<file path="src/rtl/hex_uart_pkg.sv">
// Shared definitions for the UART hex-frame path.
//   - rx_class codes produced by the ASCII classifier behind uart_rx
//   - frame collector FSM state encoding
//   - ASCII codes the upstream classifier maps to CLS_TERM / CLS_ABORT
package hex_uart_pkg;

  // Character class codes carried on rx_class
  localparam logic [1:0] CLS_OTHER = 2'd0;
  localparam logic [1:0] CLS_HEX   = 2'd1;
  localparam logic [1:0] CLS_TERM  = 2'd2;
  localparam logic [1:0] CLS_ABORT = 2'd3;

  // Collector FSM states
  typedef enum logic [1:0] {
    ST_IDLE    = 2'd0,
    ST_COLLECT = 2'd1,
    ST_FULL    = 2'd2,
    ST_ERROR   = 2'd3
  } state_t;

  // Characters the classifier turns into terminator / abort
  localparam logic [7:0] ASCII_TERM  = 8'h0D;  // CR
  localparam logic [7:0] ASCII_ABORT = 8'h1B;  // ESC

endpackage

</file>
<file path="src/rtl/hex_frame_collector_if.sv">
// Bus between the ASCII classifier and the hex frame collector.
//   master : classifier/test side, drives rx_valid/rx_class/rx_nibble,
//            observes the frame outputs
//   slave  : collector side
// Signals:
//   rx_valid, rx_class[1:0], rx_nibble[3:0]           classified character
//   value_current[W-1:0], value_before[W-1:0]         committed frames
//   digit_count[CW-1:0]                               digits in open frame
//   frame_done, frame_ovf, frame_err, busy            status
interface hex_frame_collector_if #(
  parameter int NIBBLES = 6
);
  localparam int W  = 4 * NIBBLES;
  localparam int CW = $clog2(NIBBLES + 1);

  logic          rx_valid;
  logic [1:0]    rx_class;
  logic [3:0]    rx_nibble;
  logic [W-1:0]  value_current;
  logic [W-1:0]  value_before;
  logic [CW-1:0] digit_count;
  logic          frame_done;
  logic          frame_ovf;
  logic          frame_err;
  logic          busy;

  modport master (
    output rx_valid, rx_class, rx_nibble,
    input  value_current, value_before, digit_count,
           frame_done, frame_ovf, frame_err, busy
  );

  modport slave (
    input  rx_valid, rx_class, rx_nibble,
    output value_current, value_before, digit_count,
           frame_done, frame_ovf, frame_err, busy
  );
endinterface

</file>
<file path="src/rtl/hex_nibble_accum.sv">
// Nibble accumulator for the hex frame collector.
// Holds the open frame (acc) and its digit count; the FSM steers it with
// one-hot-ish strobes (clear has priority, then load, insert, shift).
// Ports:
//   clk_60mhz, rst      clock, async active-high reset
//   load                start a new frame with nibble, count = 1
//   insert              add nibble (typed or positional order), count + 1
//   shift               wrap-mode overflow: shift nibble in, count unchanged
//   clear               empty the frame
//   nibble[3:0]         digit value
//   acc[W-1:0]          accumulated frame
//   count[CW-1:0]       digits accepted
module hex_nibble_accum #(
  parameter int NIBBLES   = 6,
  parameter int MSB_FIRST = 1
) (
  input  logic                             clk_60mhz,
  input  logic                             rst,
  input  logic                             load,
  input  logic                             insert,
  input  logic                             shift,
  input  logic                             clear,
  input  logic [3:0]                       nibble,
  output logic [4*NIBBLES-1:0]             acc,
  output logic [$clog2(NIBBLES+1)-1:0]     count
);
  localparam int W  = 4 * NIBBLES;
  localparam int CW = $clog2(NIBBLES + 1);

  logic [W-1:0]  acc_r;
  logic [W-1:0]  acc_next_s;
  logic [CW-1:0] count_r;
  logic [CW-1:0] count_next_s;

  // Typed-order insert: older digits move up one nibble, new one enters at [3:0]
  function automatic logic [W-1:0] shift_in(input logic [W-1:0] a, input logic [3:0] n);
    return (a << 3'd4) | W'(n);
  endfunction

  // Next-state of the frame and its digit count
  always_comb begin
    acc_next_s   = acc_r;
    count_next_s = count_r;
    if (clear) begin
      acc_next_s   = '0;
      count_next_s = '0;
    end else if (load) begin
      acc_next_s   = W'(nibble);
      count_next_s = CW'(1);
    end else if (insert) begin
      if (MSB_FIRST != 0) begin
        acc_next_s = shift_in(acc_r, nibble);
      end else begin
        // Positional: digit number count lands in nibble slot count
        for (int k = 0; k < NIBBLES; k++) begin
          if (count_r == CW'(k)) begin
            acc_next_s[4*k +: 4] = nibble;
          end else begin
            acc_next_s[4*k +: 4] = acc_next_s[4*k +: 4];
          end
        end
      end
      count_next_s = count_r + CW'(1);
    end else if (shift) begin
      acc_next_s = shift_in(acc_r, nibble);
    end else begin
      acc_next_s   = acc_r;
      count_next_s = count_r;
    end
  end

  // Frame and count registers
  always_ff @(posedge clk_60mhz or posedge rst) begin
    if (rst) begin
      acc_r   <= '0;
      count_r <= '0;
    end else begin
      acc_r   <= acc_next_s;
      count_r <= count_next_s;
    end
  end

  assign acc   = acc_r;
  assign count = count_r;
endmodule

</file>
<file path="src/rtl/hex_frame_collector.sv">
// Hex frame collector: builds an N-nibble frame from classified UART
// characters, commits it on a terminator and keeps the previous frame.
// Ports:
//   clk_60mhz   60 MHz system clock
//   rst         asynchronous active-high reset
//   bus         hex_frame_collector_if.slave (rx character in, frame status out)
// Parameters:
//   NIBBLES     frame size in digits (1..16)
//   MSB_FIRST   1 = typed order, 0 = positional (LSB first)
//   OVF_WRAP    1 = keep the most recent NIBBLES digits on overflow (typed order only)
module hex_frame_collector
  import hex_uart_pkg::*;
#(
  parameter int NIBBLES   = 6,
  parameter int MSB_FIRST = 1,
  parameter int OVF_WRAP  = 0
) (
  input  logic                  clk_60mhz,
  input  logic                  rst,
  hex_frame_collector_if.slave  bus
);
  localparam int W  = 4 * NIBBLES;
  localparam int CW = $clog2(NIBBLES + 1);
  // Wrapping is meaningless in positional order, so it is only enabled for typed order
  localparam bit WRAP_EN = (OVF_WRAP != 0) && (MSB_FIRST != 0);

  state_t        state_r;
  state_t        state_next_s;
  logic [W-1:0]  acc_s;
  logic [CW-1:0] count_s;
  logic          acc_load_s;
  logic          acc_insert_s;
  logic          acc_shift_s;
  logic          acc_clear_s;
  logic          commit_s;
  logic          err_s;
  logic          set_ovf_s;
  logic          ovf_flag_r;
  logic [W-1:0]  value_current_r;
  logic [W-1:0]  value_before_r;
  logic          frame_done_r;
  logic          frame_ovf_r;
  logic          frame_err_r;

  hex_nibble_accum #(
    .NIBBLES   (NIBBLES),
    .MSB_FIRST (MSB_FIRST)
  ) u_accum (
    .clk_60mhz (clk_60mhz),
    .rst       (rst),
    .load      (acc_load_s),
    .insert    (acc_insert_s),
    .shift     (acc_shift_s),
    .clear     (acc_clear_s),
    .nibble    (bus.rx_nibble),
    .acc       (acc_s),
    .count     (count_s)
  );

  // FSM next-state and accumulator/pulse strobes
  always_comb begin
    state_next_s = state_r;
    acc_load_s   = 1'b0;
    acc_insert_s = 1'b0;
    acc_shift_s  = 1'b0;
    acc_clear_s  = 1'b0;
    commit_s     = 1'b0;
    err_s        = 1'b0;
    set_ovf_s    = 1'b0;
    if (bus.rx_valid) begin
      case (state_r)
        ST_IDLE: begin
          case (bus.rx_class)
            CLS_HEX: begin
              acc_load_s   = 1'b1;
              state_next_s = (NIBBLES == 1) ? ST_FULL : ST_COLLECT;
            end
            CLS_OTHER: state_next_s = ST_ERROR;
            default:   state_next_s = ST_IDLE;  // stray terminator/abort
          endcase
        end
        ST_COLLECT: begin
          case (bus.rx_class)
            CLS_HEX: begin
              acc_insert_s = 1'b1;
              if (count_s == CW'(NIBBLES - 1)) begin
                state_next_s = ST_FULL;
              end else begin
                state_next_s = ST_COLLECT;
              end
            end
            CLS_TERM: begin
              commit_s     = 1'b1;
              acc_clear_s  = 1'b1;
              state_next_s = ST_IDLE;
            end
            CLS_ABORT: begin
              acc_clear_s  = 1'b1;
              state_next_s = ST_IDLE;
            end
            default: state_next_s = ST_ERROR;
          endcase
        end
        ST_FULL: begin
          case (bus.rx_class)
            CLS_HEX: begin
              set_ovf_s   = 1'b1;
              acc_shift_s = WRAP_EN;
            end
            CLS_TERM: begin
              commit_s     = 1'b1;
              acc_clear_s  = 1'b1;
              state_next_s = ST_IDLE;
            end
            CLS_ABORT: begin
              acc_clear_s  = 1'b1;
              state_next_s = ST_IDLE;
            end
            default: state_next_s = ST_ERROR;
          endcase
        end
        ST_ERROR: begin
          case (bus.rx_class)
            CLS_TERM: begin
              err_s        = 1'b1;
              acc_clear_s  = 1'b1;
              state_next_s = ST_IDLE;
            end
            CLS_ABORT: begin
              // Also empties the frame so digit_count reads 0 back in IDLE
              acc_clear_s  = 1'b1;
              state_next_s = ST_IDLE;
            end
            default: state_next_s = ST_ERROR;
          endcase
        end
        default: begin
          acc_clear_s  = 1'b1;
          state_next_s = ST_IDLE;
        end
      endcase
    end else begin
      state_next_s = state_r;
    end
  end

  // State register
  always_ff @(posedge clk_60mhz or posedge rst) begin
    if (rst) begin
      state_r <= ST_IDLE;
    end else begin
      state_r <= state_next_s;
    end
  end

  // Overflow flag for the open frame
  always_ff @(posedge clk_60mhz or posedge rst) begin
    if (rst) begin
      ovf_flag_r <= 1'b0;
    end else if (acc_clear_s) begin
      ovf_flag_r <= 1'b0;
    end else if (set_ovf_s) begin
      ovf_flag_r <= 1'b1;
    end else begin
      ovf_flag_r <= ovf_flag_r;
    end
  end

  // History registers and one-cycle status pulses
  always_ff @(posedge clk_60mhz or posedge rst) begin
    if (rst) begin
      value_current_r <= '0;
      value_before_r  <= '0;
      frame_done_r    <= 1'b0;
      frame_ovf_r     <= 1'b0;
      frame_err_r     <= 1'b0;
    end else begin
      if (commit_s) begin
        value_before_r  <= value_current_r;
        value_current_r <= acc_s;
      end else begin
        value_before_r  <= value_before_r;
        value_current_r <= value_current_r;
      end
      frame_done_r <= commit_s;
      frame_ovf_r  <= commit_s & ovf_flag_r;
      frame_err_r  <= err_s;
    end
  end

  assign bus.value_current = value_current_r;
  assign bus.value_before  = value_before_r;
  assign bus.digit_count   = count_s;
  assign bus.frame_done    = frame_done_r;
  assign bus.frame_ovf     = frame_ovf_r;
  assign bus.frame_err     = frame_err_r;
  assign bus.busy          = (state_r != ST_IDLE);
endmodule
</file>
<file path="src/flat_wrapper.sv">
// flat-port wrapper written by rule: the top's interface ports become plain ports
module hex_frame_collector_flat import hex_uart_pkg::*;
#(
  parameter int NIBBLES   = 6,
  parameter int MSB_FIRST = 1,
  parameter int OVF_WRAP  = 0
)
  (clk_60mhz, rst, bus_rx_valid, bus_rx_class, bus_rx_nibble, bus_value_current, bus_value_before, bus_digit_count, bus_frame_done, bus_frame_ovf, bus_frame_err, bus_busy);
  hex_frame_collector_if #(.NIBBLES(NIBBLES)) bus_i ();
  input  logic clk_60mhz;
  input  logic rst;
  input wire logic [$bits(bus_i.rx_valid)-1:0] bus_rx_valid;
  input wire logic [$bits(bus_i.rx_class)-1:0] bus_rx_class;
  input wire logic [$bits(bus_i.rx_nibble)-1:0] bus_rx_nibble;
  output wire logic [$bits(bus_i.value_current)-1:0] bus_value_current;
  output wire logic [$bits(bus_i.value_before)-1:0] bus_value_before;
  output wire logic [$bits(bus_i.digit_count)-1:0] bus_digit_count;
  output wire logic [$bits(bus_i.frame_done)-1:0] bus_frame_done;
  output wire logic [$bits(bus_i.frame_ovf)-1:0] bus_frame_ovf;
  output wire logic [$bits(bus_i.frame_err)-1:0] bus_frame_err;
  output wire logic [$bits(bus_i.busy)-1:0] bus_busy;
  assign bus_i.rx_valid = bus_rx_valid;
  assign bus_i.rx_class = bus_rx_class;
  assign bus_i.rx_nibble = bus_rx_nibble;
  assign bus_value_current = bus_i.value_current;
  assign bus_value_before = bus_i.value_before;
  assign bus_digit_count = bus_i.digit_count;
  assign bus_frame_done = bus_i.frame_done;
  assign bus_frame_ovf = bus_i.frame_ovf;
  assign bus_frame_err = bus_i.frame_err;
  assign bus_busy = bus_i.busy;
  hex_frame_collector #(.NIBBLES(NIBBLES), .MSB_FIRST(MSB_FIRST), .OVF_WRAP(OVF_WRAP)) u_core (.clk_60mhz(clk_60mhz), .rst(rst), .bus(bus_i));
endmodule
</file>
<file path="config.mk">
export PLATFORM = sky130hd
export DESIGN_NAME = hex_frame_collector_flat
export DESIGN_NICKNAME = d
export VERILOG_FILES = /design/src/rtl/hex_uart_pkg.sv /design/src/rtl/hex_frame_collector_if.sv /design/src/rtl/hex_nibble_accum.sv /design/src/rtl/hex_frame_collector.sv /design/src/flat_wrapper.sv
export SDC_FILE = /design/constraint.sdc
export NUM_CORES = 1
export LEC_CHECK = 0
export CAP_MARGIN = 20
export CORE_UTILIZATION = 46
export CTS_CLUSTER_DIAMETER = 30
export DETAILED_ROUTE_END_ITERATION = 8
export PLACE_DENSITY = 0.75
export SYNTH_ARGS = -nofsm -noshare
export SYNTH_HDL_FRONTEND = slang
export SYNTH_SLANG_ARGS = --single-unit
</file>
<file path="constraint.sdc">
create_clock -name clk_60mhz -period 2.85 [get_ports clk_60mhz]
set_clock_uncertainty 0.15 [all_clocks]
set_input_delay 0.7125 -clock clk_60mhz [delete_from_list [all_inputs] [get_ports clk_60mhz]]
set_output_delay 0.7125 -clock clk_60mhz [all_outputs]
set_load 0.01 [all_outputs]
</file>
==> out/results.txt <==
Biggest area consumer among synthesized cells: dfrtp_1
WP buf/inv: 3
Commonest cells in the netlist: dfrtp_1 (81), mux2_2 (34), a22o_1 (21)
Fin area: 4240 sq um
Final core utilization: 0.618
Total grt overflow: 0
Initial Util: 0.483
Layout Area Growth over Synthesis: 28.0%
Most numerous cell in the Yosys netlist: dfrtp_1
Root buffer cell: clkbuf_8
Sequential Area: 2030 sq um
Async S/R FF share, synth: 1.00
Worst skew pair latency: 0.35 ns
NetSw: 937 uW
# H-tree levels: 3
Worst-Margin Slew: 0.431 ns
Vias per std cell: 5.14
Postcts setup bufs: 0
Via count: 2016
Seq pwr share: 0.463
Hold Crit Class: register to register
Post-synth EDFFs: 0
Dpl cell area: 4030 sq um
Final setup fails: 0
Max-slew violation count: 0
Drc violations: 0
Final hold slack: 0.347 ns
Avg Cell Area, Syn: 14.9 sq um
Rows: 30
Max clock buf depth: 2
Finished Layout Cells: 392
CP required: 1.99 ns
Post-synth cell types: 33
Total design power: 3.18 mW
Max Cap Viol: 0
Period minus WS final: 2.61 ns
Synth Flop Type: dfrtp_1
Nets: 308
Switch share: 0.294
Crit. End Element: output pin
Synthesized instance count: 223
Core ar.: 6870 sq um
Pwr per Cell Area: 749 nW/um^2
Arrival @ worst endpoint: 1.75 ns
Initial antenna violation count: 0
CTS tree: yes
Status: completed
CP Launch Type: register
Yosys top cell area share: 0.611
Max-slew headroom: 0.705
Detail Route Antenna Nets: 0
Vias in the first global route: 2039
Clock Pin Slew Worst Setup and Hold Paths: 0.08 ns
Share of cells above drive strength 1: 0.240
R2r worst-path depth: 5
Setup ws final: 0.238 ns
Largest delay share family, worst path: buffers and inverters
Post-Place Worst Slack: 0.355 ns
GRT Overall Usage: 0.175
Critical path depth in cells: 4
Maximum VDD drop: 0.625 mV
Final worst path period share: 0.916
Horiz. Die Dim: 86.9 um
Clock Power Share: 0.275
Synth top area cells: dfrtp_1 (61%), mux2_2 (12%), a22o_1 (5.5%)
FILL cells: 554
Resized cells post-CTS: 0
Multi-input gate area: 1140 sq um
Crit-path cells: inv_1 -> ha_1 -> inv_1 -> clkdlybuf4s50_1
Peak Freq: 0.383 GHz
# hold bufs at CTS: 0
Number of port buffers: 63
Combinational share of power: 0.262
Hold Path Depth: 1
Final hold vios: 0
RSZ-0062 raised after global routing: false
Setup_tns: 0 ns
Pre-Repair DR Iteration Count: 4
Cell-internal power: 2.24 mW
Clock sink total: 81
Critical path's most frequent cell: inv_1
Static Leakage: 2.04 nW
Num CTS Buffers: 9
Post-Route WL: 5930 um
Number of I/O pins: 64
Peak fanout along the critical path: 5
Synth Register Bits: 81
Die Footprint: 7550 sq um
Largest net degree at the start of global routing: 82
Syn_nets: 240
Synth warn: 0
Diode count: 0
Initial drt markers: 68
Final HPWL DP: 3850 um
Worst r2r src: u_core.state_r[0]
Die Height: 86.9 um
Slowest-stage cell, CP: clkdlybuf4s50_1
Slowest stage delay, CP: 0.54 ns
CP Launch Point: u_core.state_r[0]
Post-synthesis sequential area ratio: 0.611
WL/cell: 15.1 um
Worst min-delay path startpoint: u_core.bus.value_before[3]
Routability Congestion: 0.881
Global-route wire length before repair: 10000 um
Critical setup path kind: register to output pin
Cell Area, Synth: 3320 sq um
Cells after DPL: 376
[registers in the layout, indices dropped and copies added (netlist names)]
| name | count |
|---|---|
| u_core.bus.value_current | 24 |
| u_core.ovf_flag_r | 1 |
| u_core.bus.frame_done | 1 |
| u_core.u_accum.count | 3 |
| u_core.state_r | 2 |
| u_core.bus.frame_ovf | 1 |
| u_core.u_accum.acc | 24 |
| u_core.bus.value_before | 24 |
| u_core.bus.frame_err | 1 |
[power groups by stage]
stage          registers, mW  clock network [mW]  logic (mW)
6_report                1.47               0.874       0.833
3_5_place_dp            1.49                   0       0.837
4_1_cts                 1.48               0.896       0.842
5_1_grt                 1.50               0.938       0.918
3_3_place_gp            1.49                   0       0.820
2_1_floorplan           1.51                   0       0.453
[path summary, 6_finish.rpt]
| check | slack, ns | to |
|---|---|---|
| max in group asynchronous | 1.54 | u_core.bus.value_before[23] |
| hold reg to reg | 0.35 | u_core.bus.value_before[3] |
| setup / recovery | 0.24 | bus_busy |
| hold / removal | 0.35 | u_core.bus.value_before[3] |
| min in group asynchronous | 0.67 | u_core.bus.frame_done |
| setup reg to reg | 0.97 | u_core.bus.value_before[15] |
[cells in the final DEF, fill, tap and decap left out, types with 2 or more instances in the layout]
master           Yosys  final
buf_4                3      4
clkinvlp_4           0      3
o22ai_1              2      2
nand3_1              2      2
clkdlybuf4s50_1      0     63
mux2_2              34     34
mux2_1               6      6
clkbuf_8             0     11
nand2_1              9      9
buf_12               0      2
nor2_2               2      2
inv_1                9      8
ha_1                 8      8
a22o_1              21     21
nor2_1               7      7
a2111oi_0            2      2
dfrtp_1             81     81
mux2i_1              4      4
mux2_4               9      9
[metal layers]
metal | vias up | routed length, um | GRT usage
met5 | - | 0 | 0
met4 | 0 | 52 | 0.0545
met3 | 7 | 349 | 0.0597
met2 | 65 | 2830 | 0.276
met1 | 1019 | 2700 | 0.228
li1 | 925 | - | -
[final cells by class]
| class | count | share of cell area |
|---|---|---|
| clock buffer | 11 | 0.0357 |
| inverter | 10 | 0.00973 |
| tap | 96 | 0.0283 |
| sequential | 81 | 0.478 |
| clock inverter | 5 | 0.0147 |
| timing repair buffer | 69 | 0.165 |
| multi-input combinational | 120 | 0.269 |
[cell families (layout without fill, tap and decap cells)]
| logic type | Yosys count | in the layout | synth area share |
|---|---|---|---|
| compound gates | 31 | 31 | 0.0800 |
| mux | 53 | 53 | 0.189 |
| fa+ha+maj | 8 | 8 | 0.0302 |
| flops | 81 | 81 | 0.611 |
| simple gates | 28 | 28 | 0.0453 |
| buf+inv | 22 | 95 | 0.0445 |
[worst reg2reg max path, cell delays in order (launching register included)]
cell and delay (ns):
dfrtp_1 0.42, inv_1 0.10, ha_1 0.31, nand2_1 0.09
buf_4 0.32, mux2_2 0.38
Power figures use the tool's default switching activity.
==> edit 1: new RTL, same settings <==
`NIBBLES` is set to 6 in 4 places; all go to 5.
--- a/src/rtl/hex_frame_collector_if.sv
+++ b/src/rtl/hex_frame_collector_if.sv
@@ -9,5 +9,5 @@
 //   frame_done, frame_ovf, frame_err, busy            status
 interface hex_frame_collector_if #(
-  parameter int NIBBLES = 6
+  parameter int NIBBLES = 5
 );
   localparam int W  = 4 * NIBBLES;
--- a/src/rtl/hex_nibble_accum.sv
+++ b/src/rtl/hex_nibble_accum.sv
@@ -12,5 +12,5 @@
 //   count[CW-1:0]       digits accepted
 module hex_nibble_accum #(
-  parameter int NIBBLES   = 6,
+  parameter int NIBBLES   = 5,
   parameter int MSB_FIRST = 1
 ) (
--- a/src/rtl/hex_frame_collector.sv
+++ b/src/rtl/hex_frame_collector.sv
@@ -12,5 +12,5 @@
   import hex_uart_pkg::*;
 #(
-  parameter int NIBBLES   = 6,
+  parameter int NIBBLES   = 5,
   parameter int MSB_FIRST = 1,
   parameter int OVF_WRAP  = 0
--- a/src/flat_wrapper.sv
+++ b/src/flat_wrapper.sv
@@ -2,5 +2,5 @@
 module hex_frame_collector_flat import hex_uart_pkg::*;
 #(
-  parameter int NIBBLES   = 6,
+  parameter int NIBBLES   = 5,
   parameter int MSB_FIRST = 1,
   parameter int OVF_WRAP  = 0
Ports: changed (resized bus_value_before and bus_value_current); port bits go from 64 to 56. The function was not compared with the original's and may differ.
==> edit 1 against the original RTL <==
Area after synthesis down 10%; wire length down 13%; fmax down 0.42%; design area down 11%; sequential cell count down 12; first-iteration DRC count up 54%; cell count down 15%; count of clock-buffer cells in the layout up 1; worst setup slack worse by 0.011 ns; power down 18%; critical endpoint unchanged.
==> edit 1: results <==
{
  "fill_cells": 489,
  "route.detailed.drc": 0,
  "ys.flop_type": "dfrtp_1",
  "yosys-top-cells-count": "69 x dfrtp_1, 39 x mux2_4, 17 x a22o_1",
  "grt_max_degree": 70,
  "grtUsageTotal_pct": 17.0,
  "synth_warnings": 0,
  "routabilityCongestion": 0.735,
  "relSlewSlack_pct": 68.2,
  "cp_max_fo": 6,
  "ys_async_sr_fraction_pct": 100,
  "clock_latency_ns": 0.33,
  "run_status": "complete, no violations",
  "syn_nets": 208,
  "placed_cell_area_sq_mm": 0.00358,
  "num_antenna_cells": 0,
  "drive_gt1_share_pct": 25.7,
  "port-buffer-count": 55,
  "clkTransAtPathRegs_ns": 0.07,
  "vias": 1723,
  "cts.path.max_buffers": 2,
  "dr.pass1.iters": 4,
  "cts_hold_buf": 0,
  "cts_setup_buffers": 0,
  "hp-class": "flop to flop",
  "wirelength_um": 5150,
  "p_sw_share_pct": 27.2,
  "cts_max_level": 3,
  "hpwl_um": 3410,
  "synthTopCellsByArea": "dfrtp_1 58%, mux2_4 20%, a22o_1 5.0%, ha_1 3.4%, buf_12 2.7%",
  "irDropWorstVdd_uv": 519,
  "cts_resized": 0,
  "p_leak_nw": 1.76,
  "yosysSeqAreaShare_pct": 57.9,
  "grt_antenna_before_repair": 0,
  "cts_root_buf": "clkbuf_8",
  "ys_types": 27,
  "cts-buffers-inserted": 9,
  "cp.arrival_ns": 1.76,
  "drt-initial-drc-count": 105,
  "nNetsFinal": 271,
  "grt_first_pass_wirelength_um": 8370
}
edit 1: cell types whose count changed in the layout (fill, tap and decap cells not counted), sizes merged, moves of 3 or more:
cell / before / now
clkdlybuf4s50: 63 / 55
clkinvlp: 3 / 0
a22o: 21 / 17
inv: 10 / 7
o21ai: 1 / 5
dfrtp: 81 / 69
mux2: 49 / 40
a21oi: 0 / 3
edit 1: routing by layer:
metal,track usage [%],wire length [um]
met5,0,0
met4,4.66,19
met3,7.03,291
met2,26.3,2390
met1,22.0,2440
edit 1: worst paths after layout:
| path | slack [ns] | endpoint | from | cells after the start |
|---|---|---|---|---|
| min in group asynchronous | 0.63 | u_core.bus.value_before[18] | rst | 3 |
| min reg2reg | 0.36 | u_core.bus.value_before[5] | u_core.bus.value_before[5] | 1 |
| max | 0.23 | bus_busy | u_core.state_r[0] | 4 |
| max in group asynchronous | 1.64 | u_core.u_accum.acc[3] | rst | 3 |
| max reg2reg | 0.90 | u_core.u_accum.acc[14] | u_core.state_r[0] | 6 |
| min | 0.36 | u_core.bus.value_before[5] | u_core.bus.value_before[5] | 1 |
edit 1: critical path, stage by stage, from the launching register on:
cell	delay, ns
dfrtp_1	0.42
inv_1	0.10
ha_1	0.29
inv_1	0.08
clkdlybuf4s50_1	0.53
edit 1: logic make-up after synthesis:
family | synth area share (%)
AO/OA/AOI/OAI | 7.42
adder cells (fa/ha/maj) | 3.36
buffers and inverters | 4.70
flip-flops | 57.9
multiplexers | 21.7
AND/OR/NAND/NOR | 4.95
edit 1: power groups by stage:
stage	combinational [mW]	sequential, mW	clock [mW]
finish	0.644	1.22	0.742
floorplan	0.358	1.25	0
CTS	0.654	1.22	0.769
global placement	0.633	1.23	0
detailed placement	0.648	1.24	0
global route	0.698	1.24	0.809
edit 1: area by class of cell:
class                   count  area (sq um)  area share (%)
clock buffers              12           145            3.86
clock inverters             2          35.0           0.931
inverters                   7          26.3           0.699
multi-input cells         108          1120            29.7
flip-flops and latches     69          1730            45.9
well taps                  75          93.8            2.50
repair buffers             59           618            16.4
edit 1: stage by stage:
stage	util [%]	worst slack (ns)	std cells
2_1_floorplan	-	0.248	191
3_3_place_gp	58.7	0.384	318
3_5_place_dp	58.7	0.342	318
4_1_cts	61.7	0.189	332
5_1_grt	61.7	0.115	332
6_report	61.7	0.227	332
==> edit 2: new RTL, config.mk and constraints unchanged <==
Without the edit above. The 4 states of `state_t` get a Gray code encoding in 2 bits.
--- a/src/rtl/hex_uart_pkg.sv
+++ b/src/rtl/hex_uart_pkg.sv
@@ -13,8 +13,8 @@
   // Collector FSM states
   typedef enum logic [1:0] {
-    ST_IDLE    = 2'd0,
-    ST_COLLECT = 2'd1,
-    ST_FULL    = 2'd2,
-    ST_ERROR   = 2'd3
+    ST_IDLE    = 2'b00,
+    ST_COLLECT = 2'b01,
+    ST_FULL    = 2'b11,
+    ST_ERROR   = 2'b10
   } state_t;
 
Formal check against the unedited RTL: no difference found for any inputs over 4 cycles, from zero or initial values and one cycle with rst high; so few cycles prove little.
==> edit 2 against the original RTL <==
Sequential cell count did not move; die area fell by 3.3%; non-clock buffer count did not move; design area fell by 4.4%; first-iteration DRC count rose by 54%; wire length fell by 13%; worst setup slack improved by 0.064 ns; area after synthesis fell by 3.4%; highest routed layer unchanged.
Power is not compared: it rests on default switching activity, and its combinational part moved more than twofold at a synthesized area within 25%.
==> edit 2: results <==
{
  "cts-buffers-inserted": 9,
  "synthTopCellsByArea": "dfrtp_1 63%, mux2_2 15%, a22o_1 4.1%, buf_6 2.8%, a22o_2 1.9%",
  "ys_types": 33,
  "drt-initial-drc-count": 105,
  "yosysSeqAreaShare_pct": 63.3,
  "irDropWorstVdd_uv": 356,
  "run_status": "complete, no violations",
  "syn_nets": 229,
  "clkTransAtPathRegs_ns": 0.08,
  "cts_root_buf": "clkbuf_8",
  "cp.arrival_ns": 1.69,
  "cts_resized": 0,
  "ys.flop_type": "dfrtp_1",
  "p_leak_nw": 1.98,
  "yosys-top-cells-count": "81 x dfrtp_1, 44 x mux2_2, 15 x a22o_1",
  "cts_max_level": 3,
  "nNetsFinal": 295,
  "clock_latency_ns": 0.34,
  "highest_layer": "met4",
  "wl_met2_um": 2410,
  "wl_met3_um": 231,
  "relSlewSlack_pct": 75.1,
  "vias_per_cell": 5.13,
  "cts_setup_buffers": 0,
  "grt_first_pass_wirelength_um": 9120,
  "wl_per_cell_um": 14.1,
  "cp_max_fo": 9,
  "fill_cells": 561,
  "first_global_vias": 1834,
  "synth_warnings": 0,
  "grt_antenna_before_repair": 0,
  "placed_cell_area_sq_mm": 0.00388,
  "grtUsageTotal_pct": 16.1,
  "port-buffer-count": 63,
  "finalSetupTns_ns": 0,
  "cts.path.max_buffers": 2,
  "drive_gt1_share_pct": 25.8,
  "wl_met1_um": 2510,
  "routabilityCongestion": 0.752,
  "grt_max_degree": 55,
  "p_int_mw": 1.87,
  "hpwl_um": 3500
}
==> edit 2: cell count changes after synthesis, moves of 4 or more <==
cell,before,now
a22o_1,21,15
mux2_4,9,0
ha_1,8,2
o21ai_0,1,6
a22o_2,0,6
a21oi_1,0,4
mux2_1,6,0
mux2_2,34,44
nor2_1,7,1
==> edit 2: power by group through the flow <==
stage	clock, mW	combinational [mW]	sequential (mW)
final	0.761	0.400	1.33
after global routing	0.840	0.435	1.35
after CTS	0.785	0.407	1.33
after detailed placement	0	0.404	1.35
after global placement	0	0.396	1.35
after floorplan	0	0.183	1.36
==> edit 2: cell families after synthesis <==
logic type | count (synthesis) | share of synthesized area [%]
DFF | 81 | 63.3
muxes | 48 | 16.7
AOI/OAI and AO/OA | 41 | 10.0
buffers and inverters | 25 | 5.27
and+or+nand+nor | 21 | 3.98
adders and majority gates | 2 | 0.781
==> edit 2: worst paths after layout <==
check                                 startpoint                           end  slack [ns]  cells past startpoint
setup reg to reg               u_core.state_r[1]        u_core.u_accum.acc[11]        1.19                      3
max in group asynchronous                    rst  u_core.bus.value_current[19]        1.58                      3
hold / removal             u_core.u_accum.acc[3]         u_core.u_accum.acc[7]        0.35                      1
min in group asynchronous                    rst  u_core.bus.value_current[11]        0.66                      3
hold reg to reg            u_core.u_accum.acc[3]         u_core.u_accum.acc[7]        0.35                      1
setup / recovery               u_core.state_r[1]                      bus_busy        0.30                      2
==> edit 2: worst max-delay path: stages (launching register included) <==
cell	delay [ns]
dfrtp_1	0.49
or2_2	0.38
clkdlybuf4s50_1	0.49
==> edit 2: metal layers <==
layer / GRT usage [%] / vias up
li1: - / 902
met1: 22.7 / 925
met2: 24.1 / 51
met3: 3.60 / 4
met4: 6.82 / 0
met5: 0 / -
==> edit 2: layout make-up <==
type	instances	area, sq um	share of cell area (%)
multi-input cells	112	1010	24.9
inverters	11	45.0	1.11
flip-flops and latches	81	2030	50.0
repair buffers	69	701	17.3
well taps	80	100	2.47
clock buffers	11	131	3.24
clock inverters	3	43.8	1.08
==> edit 2: through the flow <==
step	worst slack (ns)	std cells	total power [mW]	utilization (%)
final	0.302	367	2.49	60.0
after CTS	0.293	367	2.52	60.0
after detailed placement	0.336	353	1.76	57.4
after global routing	0.253	367	2.62	60.0
after floorplan	1.01	218	1.55	-
after global placement	0.399	353	1.75	57.4
